[config.mk]
export PLATFORM = sky130hd
export DESIGN_NAME = slow_clk_monitor_flat
export DESIGN_NICKNAME = d
export VERILOG_FILES = /design/src/rtl/slow_clk_monitor_if.sv /design/src/rtl/slow_clk_monitor.sv /design/src/flat_wrapper.sv
export SDC_FILE = /design/constraint.sdc
export NUM_CORES = 1
export LEC_CHECK = 0
export ABC_AREA = 1
export BUFFER_PORTS_ARGS = -buffer_cell sky130_fd_sc_hd__buf_2
export CORE_ASPECT_RATIO = 1.2
export CORE_MARGIN = 4
export CORE_UTILIZATION = 59
export CTS_CLUSTER_SIZE = 25
export DETAILED_ROUTE_END_ITERATION = 12
export GPL_TIMING_DRIVEN = 0
export PLACE_DENSITY = 0.87
export SLEW_MARGIN = 15
export SYNTH_ARGS = -nofsm -noshare
export SYNTH_HDL_FRONTEND = slang
export SYNTH_SLANG_ARGS = --single-unit
[constraint.sdc]
create_clock -name clk_in -period 3.8 [get_ports clk_in]
set_clock_uncertainty 0.1 [all_clocks]
set_input_delay 0.57 -clock clk_in [delete_from_list [all_inputs] [get_ports clk_in]]
set_output_delay 0.57 -clock clk_in [all_outputs]
set_load 0.02 [all_outputs]
[src/rtl/slow_clk_monitor_if.sv]
// Bundle of signals between a slow divided clock source and its monitor.
// The master side drives slow_clk; the slave (the monitor) reports ticks,
// the measured half-period and the health flags.
interface slow_clk_monitor_if #(
    parameter int CNT_W = 32
);
    logic             slow_clk;
    logic             tick_rise;
    logic             tick_fall;
    logic [CNT_W-1:0] half_period;
    logic             period_valid;
    logic             freq_ok;
    logic             stalled;
    logic [15:0]      edge_count;

    modport master (
        output slow_clk,
        input  tick_rise,
        input  tick_fall,
        input  half_period,
        input  period_valid,
        input  freq_ok,
        input  stalled,
        input  edge_count
    );

    modport slave (
        input  slow_clk,
        output tick_rise,
        output tick_fall,
        output half_period,
        output period_valid,
        output freq_ok,
        output stalled,
        output edge_count
    );
endinterface

[src/rtl/slow_clk_monitor.sv]
// Receive-side monitor for a divided slow clock. Brings slow_clk into the
// clk_in domain, emits one-cycle rise/fall ticks, measures each half-period
// in clk_in cycles and flags off-frequency or stalled clocks.
//
// state     | meaning
// ----------+-----------------------------------------------------------
// ST_IDLE   | no edge seen since reset or stall; nothing to measure yet
// ST_ARMED  | one edge seen; the next edge gives the first measurement
// ST_LOCKED | measuring continuously, every edge updates half_period
module slow_clk_monitor #(
    parameter int EXPECTED_HALF = 25000,
    parameter int TOLERANCE     = 16,
    parameter int TIMEOUT       = 100000,
    parameter int CNT_W         = 32
) (
    input  logic                  clk_in,
    input  logic                  rst,
    slow_clk_monitor_if.slave     bus
);

    // Tolerance window evaluated one bit wider so cnt+1 can never wrap.
    localparam logic [CNT_W:0] C_HI = (CNT_W+1)'(EXPECTED_HALF + TOLERANCE);
    localparam logic [CNT_W:0] C_LO = (TOLERANCE > EXPECTED_HALF) ? '0
                                    : (CNT_W+1)'(EXPECTED_HALF - TOLERANCE);
    localparam logic [CNT_W-1:0] C_TIMEOUT_M1 = CNT_W'(TIMEOUT - 1);

    typedef enum logic [1:0] {
        ST_IDLE   = 2'd0,
        ST_ARMED  = 2'd1,
        ST_LOCKED = 2'd2
    } state_t;

    state_t           r_state;
    state_t           w_state_next;

    logic             r_s1;
    logic             r_s2;
    logic             r_prev;
    logic [CNT_W-1:0] r_cnt;

    logic             r_tick_rise;
    logic             r_tick_fall;
    logic [CNT_W-1:0] r_half_period;
    logic             r_period_valid;
    logic             r_freq_ok;
    logic             r_stalled;
    logic [15:0]      r_edge_count;

    logic             w_edge;
    logic             w_timeout;
    logic             w_capture;
    logic [CNT_W:0]   w_meas;
    logic [CNT_W-1:0] w_meas_sat;
    logic             w_in_tol;

    assign w_edge     = r_s2 ^ r_prev;
    // An edge in the same cycle as the terminal count takes priority.
    assign w_timeout  = (r_cnt == C_TIMEOUT_M1) && !w_edge;
    assign w_meas     = {1'b0, r_cnt} + 1'b1;
    assign w_meas_sat = (&r_cnt) ? r_cnt : (r_cnt + 1'b1);
    assign w_in_tol   = (w_meas >= C_LO) && (w_meas <= C_HI);

    // Two-flop synchronizer followed by the edge-history flop.
    always_ff @(posedge clk_in or posedge rst) begin
        if (rst) begin
            r_s1   <= 1'b0;
            r_s2   <= 1'b0;
            r_prev <= 1'b0;
        end else begin
            r_s1   <= bus.slow_clk;
            r_s2   <= r_s1;
            r_prev <= r_s2;
        end
    end

    // Cycles since the last detected edge; saturates instead of wrapping.
    always_ff @(posedge clk_in or posedge rst) begin
        if (rst) begin
            r_cnt <= '0;
        end else if (w_edge) begin
            r_cnt <= '0;
        end else if (!(&r_cnt)) begin
            r_cnt <= r_cnt + 1'b1;
        end
    end

    // State register.
    always_ff @(posedge clk_in or posedge rst) begin
        if (rst) begin
            r_state <= ST_IDLE;
        end else begin
            r_state <= w_state_next;
        end
    end

    // Next state and measurement strobe.
    always_comb begin
        w_state_next = r_state;
        w_capture    = 1'b0;
        case (r_state)
            ST_IDLE: begin
                if (w_edge) begin
                    w_state_next = ST_ARMED;
                end
            end
            ST_ARMED: begin
                if (w_edge) begin
                    w_capture    = 1'b1;
                    w_state_next = ST_LOCKED;
                end else if (w_timeout) begin
                    w_state_next = ST_IDLE;
                end
            end
            ST_LOCKED: begin
                if (w_edge) begin
                    w_capture = 1'b1;
                end else if (w_timeout) begin
                    w_state_next = ST_IDLE;
                end
            end
            default: begin
                w_state_next = ST_IDLE;
            end
        endcase
    end

    // Registered ticks, measurement, health flags and edge counter.
    always_ff @(posedge clk_in or posedge rst) begin
        if (rst) begin
            r_tick_rise    <= 1'b0;
            r_tick_fall    <= 1'b0;
            r_half_period  <= '0;
            r_period_valid <= 1'b0;
            r_freq_ok      <= 1'b0;
            r_stalled      <= 1'b0;
            r_edge_count   <= '0;
        end else begin
            r_tick_rise <= w_edge & r_s2;
            r_tick_fall <= w_edge & ~r_s2;
            if (w_edge) begin
                r_edge_count <= r_edge_count + 1'b1;
            end
            if (w_capture) begin
                r_half_period  <= w_meas_sat;
                r_period_valid <= 1'b1;
                r_freq_ok      <= w_in_tol;
            end else if (w_timeout) begin
                r_period_valid <= 1'b0;
                r_freq_ok      <= 1'b0;
            end
            if (w_edge) begin
                r_stalled <= 1'b0;
            end else if (w_timeout) begin
                r_stalled <= 1'b1;
            end
        end
    end

    assign bus.tick_rise    = r_tick_rise;
    assign bus.tick_fall    = r_tick_fall;
    assign bus.half_period  = r_half_period;
    assign bus.period_valid = r_period_valid;
    assign bus.freq_ok      = r_freq_ok;
    assign bus.stalled      = r_stalled;
    assign bus.edge_count   = r_edge_count;

endmodule

[src/flat_wrapper.sv]
// flat-port wrapper written by rule: the top's interface ports become plain ports
module slow_clk_monitor_flat 
#(
    parameter int EXPECTED_HALF = 25000,
    parameter int TOLERANCE     = 16,
    parameter int TIMEOUT       = 100000,
    parameter int CNT_W         = 32
)
  (clk_in, rst, bus_slow_clk, bus_tick_rise, bus_tick_fall, bus_half_period, bus_period_valid, bus_freq_ok, bus_stalled, bus_edge_count);
  slow_clk_monitor_if #(.CNT_W(CNT_W)) bus_i ();
  input  logic clk_in;
  input  logic rst;
  input wire logic [$bits(bus_i.slow_clk)-1:0] bus_slow_clk;
  output wire logic [$bits(bus_i.tick_rise)-1:0] bus_tick_rise;
  output wire logic [$bits(bus_i.tick_fall)-1:0] bus_tick_fall;
  output wire logic [$bits(bus_i.half_period)-1:0] bus_half_period;
  output wire logic [$bits(bus_i.period_valid)-1:0] bus_period_valid;
  output wire logic [$bits(bus_i.freq_ok)-1:0] bus_freq_ok;
  output wire logic [$bits(bus_i.stalled)-1:0] bus_stalled;
  output wire logic [$bits(bus_i.edge_count)-1:0] bus_edge_count;
  assign bus_i.slow_clk = bus_slow_clk;
  assign bus_tick_rise = bus_i.tick_rise;
  assign bus_tick_fall = bus_i.tick_fall;
  assign bus_half_period = bus_i.half_period;
  assign bus_period_valid = bus_i.period_valid;
  assign bus_freq_ok = bus_i.freq_ok;
  assign bus_stalled = bus_i.stalled;
  assign bus_edge_count = bus_i.edge_count;
  slow_clk_monitor #(.EXPECTED_HALF(EXPECTED_HALF), .TOLERANCE(TOLERANCE), .TIMEOUT(TIMEOUT), .CNT_W(CNT_W)) u_core (.clk_in(clk_in), .rst(rst), .bus(bus_i));
endmodule
==> flow_summary_export.csv, run 1 <==
group,metric,value,unit
status,status,"finished clean",
placement,numPortBuffers,55,
timing,period_minus_slack,2.415,ns
cells_and_area,area_delta_synth_final,13.01,%
timing,hold_viol,0,
global_routing,grt_max_degree,49,
setup_path,critPathRequiredTime,3.97,ns
clock_tree,hold_buffers,0,
clock_tree,htreeDepth,3,
die,core-area,8108,um2
setup_path,crit_arrival,2.58,ns
setup_path,path_delay_family,"simple AND/OR/NAND/NOR gates",
cells_and_area,finish.utilization,0.6861,
setup_path,r2r_start,"u_core.r_cnt[1]$_DFF_PP0_",
placement,pre_cts_slack,1.401,ns
logic_synthesis,yosysWarnings,0,
timing,slew_violations,0,
logic_synthesis,synthCells,655,
logic_synthesis,yosysSeqAreaShare,0.4575,
setup_path,reg2reg_to,"u_core.bus.freq_ok$_DFFE_PP0P_",
logic_synthesis,syn-cell-area,4922,um2
routing,wl_per_cell,15.37,um
setup_path,crit_fanout,4,
clock_tree,clk_pin_slew,0.09,ns
setup_path,worstSetupPathType,"reg -> reg",
cells_and_area,drive_above_1_share,0.1609,
placement,hpwl,9612,um
global_routing,grtUsageTotal,0.2692,
global_routing,grt_overflow,0,
timing,setup_ws,1.385,ns
routing,vias,4477,
setup_path,r2r_slack,1.39,ns
setup_path,ff2ff_path_depth,16,
die,placementRows,36,
power,p_per_area,446.4,nW/um2
routing,drtIter0Drc,324,
setup_path,start_kind,"register",
logic_synthesis,synth_nets,666,
routing,ant_nets,0,
routing,wirelength,12630,um
hold_path,hp-class,"in -> async",
power,vdd_drop_max,0.4521,mV
clock_tree,numCtsBuffers,9,
logic_synthesis,synth_cell_types,35,
timing,slew_headroom,0.5847,
logic_synthesis,avgSynthCellArea,7.515,um2
clock_tree,cts-root-buf,"clkbuf_8",
die,die_y,108.1,um
global_routing,antenna_found_initial,0,
power,leakage,3.005,nW
clock_tree,post-cts-setup-buffers,0,
timing,tightest_slew,0.6229,ns
setup_path,cpMaxStageDelayCell,"dfrtp_1",
routing,firstDrtPassIters,5,
setup_path,critPathCaptureType,"register",
clock_tree,tritoncts,"built",
routing,avgViaCountPerCell,5.446,
setup_path,cpMostUsedCell,"nand2_1",
run,cap_violations,0,
logic_synthesis,ys_ff_latch,90,
logic_synthesis,async_flop_share,1.000,
global_routing,grt_pass1_wl,20890,um
logic_synthesis,synth_edf_count,0,
logic_synthesis,synthFlopType,"dfrtp_1",
setup_path,slowest_delay,0.40,ns
die,io_pins,56,
clock_tree,ctsResizeCount,0,
timing,rsz0062_at_grt,"no",
setup_path,crit_buf_inv,2,
global_routing,first_global_vias,4450,
cells_and_area,antennaDiodeCount,0,
timing,fmax,414.1,MHz
die,dieArea,9874,um2
timing,period_share,0.6355,
die,initial_core_util,0.6071,
placement,gp_congestion,0.9148,
power,p_total,0.002483,W
clock_tree,clockBufferDepth,2,
timing,setup_viol,0,
cells_and_area,layout.nets,733,
routing,drc,0,
clock_tree,clock_latency,0.37,ns
setup_path,worstPathCellList,"ha_1, nand2_1, nor2_4, nand3b_1, inv_2, nand2_1, nand2_1, nand2_1, nor2_1, nand2_1, nor2_2, nand3_1, nand2_1, inv_1, nand2_1, nand2_1",
die,die_x,91.38,um
clock_tree,cts.sinks,90,
-- cells in the mapped netlist (5+ instances only) --
master	n	area share
inv_1	80	0.061
nor3_1	6	0.0061
o21ai_1	7	0.0071
clkbuf_1	12	0.0092
a31oi_1	7	0.0089
nand2_1	185	0.14
nand2_2	12	0.015
dfrtp_1	90	0.46
nand4_1	14	0.018
o21ai_0	24	0.024
nand3_1	35	0.036
nor2_4	6	0.014
nor2_1	106	0.081
a21oi_1	5	0.0051
xor2_1	12	0.021
ha_1	8	0.020
xnor2_1	7	0.012
nor2_2	11	0.014
-- worst max-delay path by stage --
stage | cells past startpoint | slack (ns) | start | end
2_1_floorplan | 1 | 0.79 | rst | u_core.bus.edge_count[0]$_DFFE_PP0N_
3_3_place_gp | 2 | -0.10 | rst | u_core.bus.half_period[26]$_DFFE_PP0P_
3_5_place_dp | 9 | 1.40 | u_core.r_s2$_DFF_PP0_ | u_core.bus.edge_count[15]$_DFFE_PP0N_
4_1_cts | 9 | 1.39 | u_core.r_s2$_DFF_PP0_ | u_core.bus.edge_count[15]$_DFFE_PP0N_
5_1_grt | 16 | 1.19 | u_core.r_cnt[1]$_DFF_PP0_ | u_core.bus.freq_ok$_DFFE_PP0P_
6_report | 16 | 1.39 | u_core.r_cnt[1]$_DFF_PP0_ | u_core.bus.freq_ok$_DFFE_PP0P_
-- flip-flops by register name, indices dropped and copies added, names as in the netlist --
register	cells
u_core.bus.tick_fall	1
u_core.bus.freq_ok	1
u_core.bus.edge_count	16
u_core.r_s1	1
u_core.bus.half_period	32
u_core.r_s2	1
u_core.bus.tick_rise	1
u_core.bus.period_valid	1
u_core.bus.stalled	1
u_core.r_prev	1
u_core.r_cnt	32
u_core.r_state	2
-- cell families (layout without fill, tap and decap cells) --
logic type      count (synthesis)  in the layout  synth area share
simple gates                  392            392            0.3569
xor+xnor                       20             20           0.03711
compound gates                 47             47           0.05160
buf+inv                        98            170           0.07651
fa+ha+maj                       8              8           0.02034
flops                          90             90            0.4575
-- worst reg2reg max path, cell delays in order (launching register included) --
cell and delay [ns]:
dfrtp_1 0.40, ha_1 0.26, nand2_1 0.12, nor2_4 0.18, nand3b_1 0.18, inv_2 0.14, nand2_1 0.06, nand2_1 0.07
nand2_1 0.09, nor2_1 0.13, nand2_1 0.11, nor2_2 0.13, nand3_1 0.08, nand2_1 0.07, inv_1 0.04, nand2_1 0.07
nand2_1 0.07
-- through the flow --
step	area [um2]	hold slack, ns	TNS (ns)	std cells
after floorplan	4922	0.2312	0	655
after global placement	5316	0.2413	-8.773	805
after detailed placement	5346	0.2371	0	806
after CTS	5563	0.1673	0	822
after global routing	5563	0.1889	0	822
final	5563	0.1481	0	822
-- report_power, final --
group          leakage [nW]  internal, W  switching, W
Clock                 0.113     0.000370      0.000359
Sequential             1.21      0.00106     0.0000796
Combinational          1.68     0.000183      0.000430
-- layout make-up --
class	instances	area (um2)
Inverter	83	314.1
Sequential cell	90	2252
Multi-Input combinational cell	467	2293
Timing Repair Buffer	56	302.8
Clock buffer	9	123.9
Tap cell	95	118.9
Fill cell	671	2545
Clock inverter	7	92.59
Buffer	15	65.06
-- layout by cell type (no fill, tap or decap), types with 3 or more instances in the layout --
| cell | Yosys | routed |
|---|---|---|
| inv_2 | 3 | 3 |
| nand2_2 | 12 | 12 |
| a31oi_1 | 7 | 7 |
| buf_2 | 1 | 56 |
| inv_1 | 80 | 79 |
| nand3b_1 | 3 | 3 |
| clkbuf_1 | 12 | 12 |
| nor2_2 | 11 | 11 |
| nand3_1 | 35 | 35 |
| xnor2_1 | 7 | 7 |
| dfrtp_1 | 90 | 90 |
| nor3_1 | 6 | 6 |
| ha_1 | 8 | 8 |
| nor2_1 | 106 | 106 |
| nand4_1 | 14 | 14 |
| nor2_4 | 6 | 6 |
| o21ai_1 | 7 | 7 |
| a21oi_1 | 5 | 5 |
| nand2_1 | 185 | 185 |
| xor2_1 | 12 | 12 |
| o21ai_0 | 24 | 24 |
| clkinv_2 | 0 | 3 |
| clkbuf_8 | 0 | 9 |
-- metal layers --
| layer | vias to the layer above | GRT usage | wire (um) |
|---|---|---|---|
| met5 | - | 0 | 0 |
| met4 | 0 | 0.1347 | 516 |
| met3 | 44 | 0.05915 | 793 |
| met1 | 2095 | 0.3180 | 5061 |
| met2 | 171 | 0.4632 | 6259 |
| li1 | 2167 | - | - |
No activity file was read; power rests on OpenSTA's default activity.
==> run 2: changes to the inputs <==
--- a/config.mk
+++ b/config.mk
@@ -9,11 +9,11 @@
 export BUFFER_PORTS_ARGS = -buffer_cell sky130_fd_sc_hd__buf_2
 export CORE_ASPECT_RATIO = 1.2
 export CORE_MARGIN = 4
-export CORE_UTILIZATION = 59
+export CORE_UTILIZATION = 53
 export CTS_CLUSTER_SIZE = 25
 export DETAILED_ROUTE_END_ITERATION = 12
 export GPL_TIMING_DRIVEN = 0
-export PLACE_DENSITY = 0.87
+export PLACE_DENSITY = 0.83
 export SLEW_MARGIN = 15
 export SYNTH_ARGS = -nofsm -noshare
 export SYNTH_HDL_FRONTEND = slang
==> constraint.sdc (replaced) <==
create_clock -name clk_in -period 2.2 [get_ports clk_in]
set_clock_uncertainty 0.1 [all_clocks]
set_input_delay 0.33 -clock clk_in [delete_from_list [all_inputs] [get_ports clk_in]]
set_output_delay 0.33 -clock clk_in [all_outputs]
set_load 0.02 [all_outputs]
==> run 2 against run 1 <==
Compared with the run above: flip-flop and latch count unchanged; register-to-register slack got worse by 1.4 ns; worst hold slack improved by 0.12 ns; non-clock buffer count increased by 14; first-iteration DRC count increased by 12%; sequential power increased by 74%; critical path type unchanged.
==> flow_summary_export.csv, run 2 (same netlist as run 1, synthesis figures left out) <==
group,metric,value,unit
routing,drc,0,
setup_path,r2r_start,"u_core.r_cnt[0]$_DFF_PP0_",
clock_tree,cts-root-buf,"clkbuf_8",
global_routing,grt_max_degree,35,
cells_and_area,final_cell_area,5941,um2
clock_tree,cts.sinks,90,
placement,pre_cts_slack,-0.3070,ns
cells_and_area,area_delta_synth_final,20.69,%
setup_path,cp-startpoint,"u_core.r_cnt[0]$_DFF_PP0_",
timing,setup_viol,0,
timing,period_share,0.9963,
setup_path,reg2reg_to,"u_core.bus.freq_ok$_DFFE_PP0P_",
setup_path,endpoint,"u_core.bus.freq_ok$_DFFE_PP0P_",
global_routing,grt_pass1_wl,21330,um
routing,highest_layer,"met4",
cells_and_area,antennaDiodeCount,0,
timing,tightest_slew,0.5614,ns
routing,drtIter0Drc,363,
timing,period_minus_slack,2.192,ns
power,p_sw_frac,0.3534,
timing,rsz0062_at_grt,"yes",
run,cap_violations,0,
placement,hpwl,9971,um
routing,route.met2.wl,6822,um
routing,vias,4573,
power,vdd_drop_max,0.6546,mV
timing,slew_headroom,0.6250,
cells_and_area,drive_above_1_share,0.2470,
placement,gp_congestion,0.9090,
setup_path,crit_arrival,2.37,ns
cells_and_area,final_cell_mix,"164 x nand2_1, 95 x nor2_1, 84 x dfrtp_1",
timing,setup_ws,0.008081,ns
global_routing,grtUsageTotal,0.2568,
routing,avgViaCountPerCell,5.311,
die,io_pins,56,
cells_and_area,finish.utilization,0.6576,
cells_and_area,layout.nets,747,
hold_path,hp-class,"reg -> reg",
power,p_int,0.002859,W
hold_path,hold_depth,0,
clock_tree,clk_pin_slew,0.09,ns
clock_tree,numCtsBuffers,9,
setup_path,crit_fanout,4,
global_routing,grt_overflow,0,
setup_path,cpMaxStageDelayCell,"dfrtp_1",
global_routing,first_global_vias,4417,
setup_path,worstSetupPathType,"reg -> reg",
cells_and_area,mostFrequentLayoutCell,"nand2_1",
routing,ant_nets,0,
placement,numPortBuffers,55,
die,core-area,9034,um2
routing,met1_length,5293,um
die,dieArea,10900,um2
power,p_comb_frac,0.254,
routing,wl_per_cell,15.53,um
die,initial_core_util,0.5449,
setup_path,critPathRequiredTime,2.38,ns
clock_tree,clock_latency,0.38,ns
status,status,"finished clean",
routing,wirelength,13370,um
global_routing,antenna_found_initial,0,
power,leakage,3.115,nW
die,die_y,113.6,um
die,die_x,95.98,um
cells_and_area,stdcell_count,861,
timing,hold_viol,0,
clock_tree,clockBufferDepth,2,
setup_path,r2r_slack,0.008,ns
setup_path,worstPathCellList,"ha_4, nand2_2, nor2_4, nand3b_1, inv_2, nand2_2, nand2_2, nand2_4, nor2_4, nand2_2, nor2_2, nand3_1, nand2_1, inv_1, nand2_1, nand2_1",
setup_path,ff2ff_path_depth,16,
power,p_sw,0.001562,W
placement,place_inst,832,
routing,wl_met3,808,um
routing,firstDrtPassIters,5,
die,placementRows,38,
power,seqPwrFrac,0.449,
setup_path,slowest_delay,0.43,ns
placement,place_area,5391,um2
setup_path,critPathCaptureType,"register",
clock_tree,htreeDepth,3,
timing,fmax,456.2,MHz
cells_and_area,nFillCells,764,
power,p_per_area,744.2,nW/um2
timing,slew_violations,0,
clock_tree,tritoncts,"built",
power,pwr-share-clk,0.297,
setup_path,start_kind,"register",
setup_path,cpMostUsedCell,"nand2_2",
==> run 2: cell types whose count changed in the layout (fill, tap and decap cells not counted), sizes merged <==
cell | before | now
clkbuf | 21 | 22
clkinvlp | 0 | 1
buf | 59 | 71
dlygate4sd3 | 0 | 2
clkinv | 4 | 2
==> run 2: critical path, delay by kind of cell (launching register included) <==
| family | cells | cell delay [ns] |
|---|---|---|
| DFF | 1 | 0.43 |
| adders and majority gates | 1 | 0.18 |
| and+or+nand+nor | 13 | 1.22 |
| buffers and inverters | 2 | 0.18 |
==> run 2: stage by stage <==
| step | setup TNS (ns) | hold WS, ns | total power (W) |
|---|---|---|---|
| 2_1_floorplan | 0 | 0.2312 | 0.002682 |
| 3_3_place_gp | -1.084 | 0.2395 | 0.002991 |
| 3_5_place_dp | -2.537 | 0.2478 | 0.003066 |
| 4_1_cts | 0 | 0.2677 | 0.004392 |
| 5_1_grt | -0.4520 | 0.2789 | 0.004634 |
| 6_report | 0 | 0.2661 | 0.004421 |
==> run 2: repair_timing <==
action,CTS,global route
endpoints found under the setup margin,37,30
setup buffers,3,9
endpoints found under the hold margin,24,0
resized for setup,12,59
pin swaps,4,28
hold buffers,2,0
==> run 2: power groups by stage <==
stage	combinational (W)	clock (W)	sequential, W
2_1_floorplan	0.000513	0	0.00217
3_3_place_gp	0.00101	0	0.00198
3_5_place_dp	0.00106	0	0.00201
4_1_cts	0.00110	0.00132	0.00197
5_1_grt	0.00123	0.00139	0.00201
6_report	0.00112	0.00131	0.00198
==> run 2: layout make-up <==
| class | instances | area, um2 | area share |
|---|---|---|---|
| clock inverters | 6 | 87.58 | 0.01474 |
| multi-input cells | 467 | 2484 | 0.4181 |
| inverters | 83 | 315.3 | 0.05307 |
| repair buffers | 71 | 432.9 | 0.07287 |
| plain buffers | 14 | 73.82 | 0.01243 |
| well taps | 120 | 150.1 | 0.02527 |
| clock buffers | 10 | 137.6 | 0.02317 |
| flip-flops and latches | 90 | 2260 | 0.3804 |
==> run 2: worst min-delay path by stage <==
stage	start	to	slack (ns)
6_report	u_core.r_s1$_DFF_PP0_	u_core.r_s2$_DFF_PP0_	0.27
5_1_grt	u_core.r_s1$_DFF_PP0_	u_core.r_s2$_DFF_PP0_	0.28
4_1_cts	u_core.r_s1$_DFF_PP0_	u_core.r_s2$_DFF_PP0_	0.27
3_5_place_dp	u_core.r_s1$_DFF_PP0_	u_core.r_s2$_DFF_PP0_	0.25
3_3_place_gp	u_core.r_s1$_DFF_PP0_	u_core.r_s2$_DFF_PP0_	0.24
2_1_floorplan	u_core.r_s1$_DFF_PP0_	u_core.r_s2$_DFF_PP0_	0.23
==> run 2: per-layer routing <==
layer | vias up | global-route usage
met1 | 2162 | 0.3303
met4 | 0 | 0.1195
li1 | 2196 | -
met5 | - | 0
met2 | 176 | 0.4258
met3 | 39 | 0.03496
==> run 3: changes to the inputs <==
--- a/config.mk
+++ b/config.mk
@@ -13,7 +13,7 @@
 export CTS_CLUSTER_SIZE = 25
 export DETAILED_ROUTE_END_ITERATION = 12
 export GPL_TIMING_DRIVEN = 0
-export PLACE_DENSITY = 0.83
+export PLACE_DENSITY = 0.77
 export SLEW_MARGIN = 15
 export SYNTH_ARGS = -nofsm -noshare
 export SYNTH_HDL_FRONTEND = slang
==> run 3 against run 2 <==
Compared with the run above: the flow now finishes with violations (setup timing); setup slack worse by 0.086 ns; routed wire length decreased by 0.54%; final cell count grew 1.2%; first-iteration DRC count decreased by 4.4%; critical path depth is 3 lower; die area did not move; cell area grew 0.57%; clock-buffer cell count grew 1; sequential power hardly changed; sequential share of layout area shrank 0.30 points; critical path type unchanged; largest cell class unchanged.
==> flow_summary_export.csv, run 3 (same netlist as run 1, synthesis figures left out) <==
group,metric,value,unit
die,die_x,95.98,um
global_routing,grt_overflow,0,
timing,hold_viol,0,
power,leakage,3.167,nW
timing,setup_ws,-0.07777,ns
global_routing,grt_pass1_wl,21130,um
die,dieArea,10900,um2
placement,gp_congestion,0.9263,
setup_path,crit_fanout,7,
setup_path,crit_arrival,2.49,ns
run,cap_violations,0,
status,violations,"setup timing",
global_routing,antenna_found_initial,0,
die,die_y,113.6,um
placement,place_inst,832,
global_routing,grt_max_degree,34,
timing,rsz0062_at_grt,"yes",
cells_and_area,area_delta_synth_final,21.38,%
hold_path,hp-class,"reg -> reg",
die,core-area,9034,um2
routing,avgViaCountPerCell,5.287,
placement,numPortBuffers,55,
setup_path,cpMostUsedCell,"nand2_1",
timing,period_minus_slack,2.278,ns
routing,drtIter0Drc,347,
power,vdd_drop_max,0.6050,mV
routing,firstDrtPassIters,6,
timing,slew_violations,0,
routing,wirelength,13300,um
die,initial_core_util,0.5449,
cells_and_area,stdcell_count,871,
timing,setup_viol,1,
timing,fin_tns_setup,-0.07777,ns
routing,ant_nets,0,
cells_and_area,layout.nets,757,
status,status,"finished, violations left",
setup_path,critPathCaptureType,"register",
placement,place_area,5391,um2
routing,wl_per_cell,15.27,um
clock_tree,tritoncts,"built",
global_routing,first_global_vias,4387,
setup_path,start_kind,"register",
setup_path,critPathRequiredTime,2.41,ns
clock_tree,numCtsBuffers,9,
clock_tree,cts.sinks,90,
timing,tightest_slew,0.7095,ns
cells_and_area,final_cell_area,5974,um2
routing,vias,4605,
clock_tree,clockBufferDepth,2,
placement,hpwl,9685,um
clock_tree,cts-root-buf,"clkbuf_8",
setup_path,slowest_delay,0.41,ns
cells_and_area,antennaDiodeCount,0,
setup_path,cpMaxStageDelayCell,"dfrtp_1",
timing,holdWs,0.2673,ns
clock_tree,clock_latency,0.37,ns
setup_path,worstPathCellList,"buf_6, nand2_1, nor2_4, nand2_4, o21ai_0, nand2_1, nor2_1, nand2_1, nor3_1, nand3_1, nand2_1, nand2_1, nand2_1",
clock_tree,htreeDepth,3,
clock_tree,clk_pin_slew,0.09,ns
cells_and_area,mostFrequentLayoutCell,"nand2_1",
cells_and_area,final_cell_mix,"168 x nand2_1, 94 x nor2_1, 88 x dfrtp_1",
routing,drc,0,
timing,period_share,1.035,
timing,fmax,439.0,MHz
global_routing,grtUsageTotal,0.2518,
die,io_pins,56,
timing,slew_headroom,0.5260,
die,placementRows,38,
cells_and_area,nFillCells,797,
power,p_per_area,707.9,nW/um2
cells_and_area,drive_above_1_share,0.2463,
setup_path,worstSetupPathType,"reg -> reg",
==> run 3: changes by cell type in the layout (fill, tap and decap cells not counted), moves of 2 or more <==
| cell | previous run | this run |
|---|---|---|
| buf_4 | 10 | 22 |
| dfrtp_1 | 84 | 88 |
| dfrtp_2 | 6 | 2 |
| nand2_1 | 164 | 168 |
| nand2_2 | 31 | 28 |
| buf_1 | 0 | 2 |
| clkbuf_1 | 7 | 9 |
| nand3_1 | 34 | 32 |
| nand3_2 | 3 | 5 |
| nor2_2 | 14 | 16 |
==> run 3: per-stage QoR <==
stage / utilization / setup slack [ns] / power [W]
2_1_floorplan: - / 0.1021 / 0.002682
3_3_place_gp: 0.5924 / -0.2429 / 0.002986
3_5_place_dp: 0.5968 / -0.3650 / 0.003058
4_1_cts: 0.6270 / 0.002358 / 0.004216
5_1_grt: 0.6614 / -0.2642 / 0.004457
6_report: 0.6614 / -0.07777 / 0.004229
==> run 3: cell type report <==
cell class              count  area (um2)  share of cell area
inverters                  83       315.3             0.05277
repair buffers             81       504.2             0.08440
multi-input cells         467        2491              0.4170
well taps                 120       150.1             0.02513
clock buffers              11       131.4             0.02199
clock inverters             5       60.06             0.01005
plain buffers              14       67.56             0.01131
flip-flops and latches     90        2255              0.3774
==> run 3: power by group <==
group          switching (W)  internal (W)
clock network       0.000618      0.000533
logic               0.000755      0.000347
registers           0.000144       0.00183
total                0.00152       0.00271
==> run 3: critical path: cells and delay by family, from the launching register on <==
kind	cells	cell delay, ns
AOI/OAI and AO/OA	1	0.25
buffers and inverters	1	0.12
and+or+nand+nor	11	1.34
DFF	1	0.41
==> run 3: timing repair <==
action,CTS,global route
pin swaps,4,17
endpoints found under the setup margin,35,42
gates resized for setup,7,58
hold buffers,2,0
buffers inserted,5,17
hold endpoints to repair,30,0
==> run 3: worst paths after layout <==
path	end	startpoint	cells after the start	slack, ns
max in group asynchronous	u_core.r_cnt[31]$_DFF_PP0_	rst	4	0.89
hold reg to reg	u_core.r_s2$_DFF_PP0_	u_core.r_s1$_DFF_PP0_	0	0.27
min in group asynchronous	u_core.bus.edge_count[9]$_DFFE_PP0N_	rst	3	0.52
setup reg to reg	u_core.bus.freq_ok$_DFFE_PP0P_	u_core.r_cnt[1]$_DFF_PP0_	13	-0.08
setup / recovery	u_core.bus.freq_ok$_DFFE_PP0P_	u_core.r_cnt[1]$_DFF_PP0_	13	-0.08
hold / removal	u_core.r_s2$_DFF_PP0_	u_core.r_s1$_DFF_PP0_	0	0.27
==> run 3: per-layer routing <==
| layer | vias up | routed length, um | track usage |
|---|---|---|---|
| met5 | - | 0 | 0 |
| met4 | 0 | 291 | 0.08254 |
| met3 | 27 | 706 | 0.05013 |
| met2 | 151 | 6826 | 0.4309 |
| met1 | 2210 | 5475 | 0.3167 |
| li1 | 2217 | - | - |
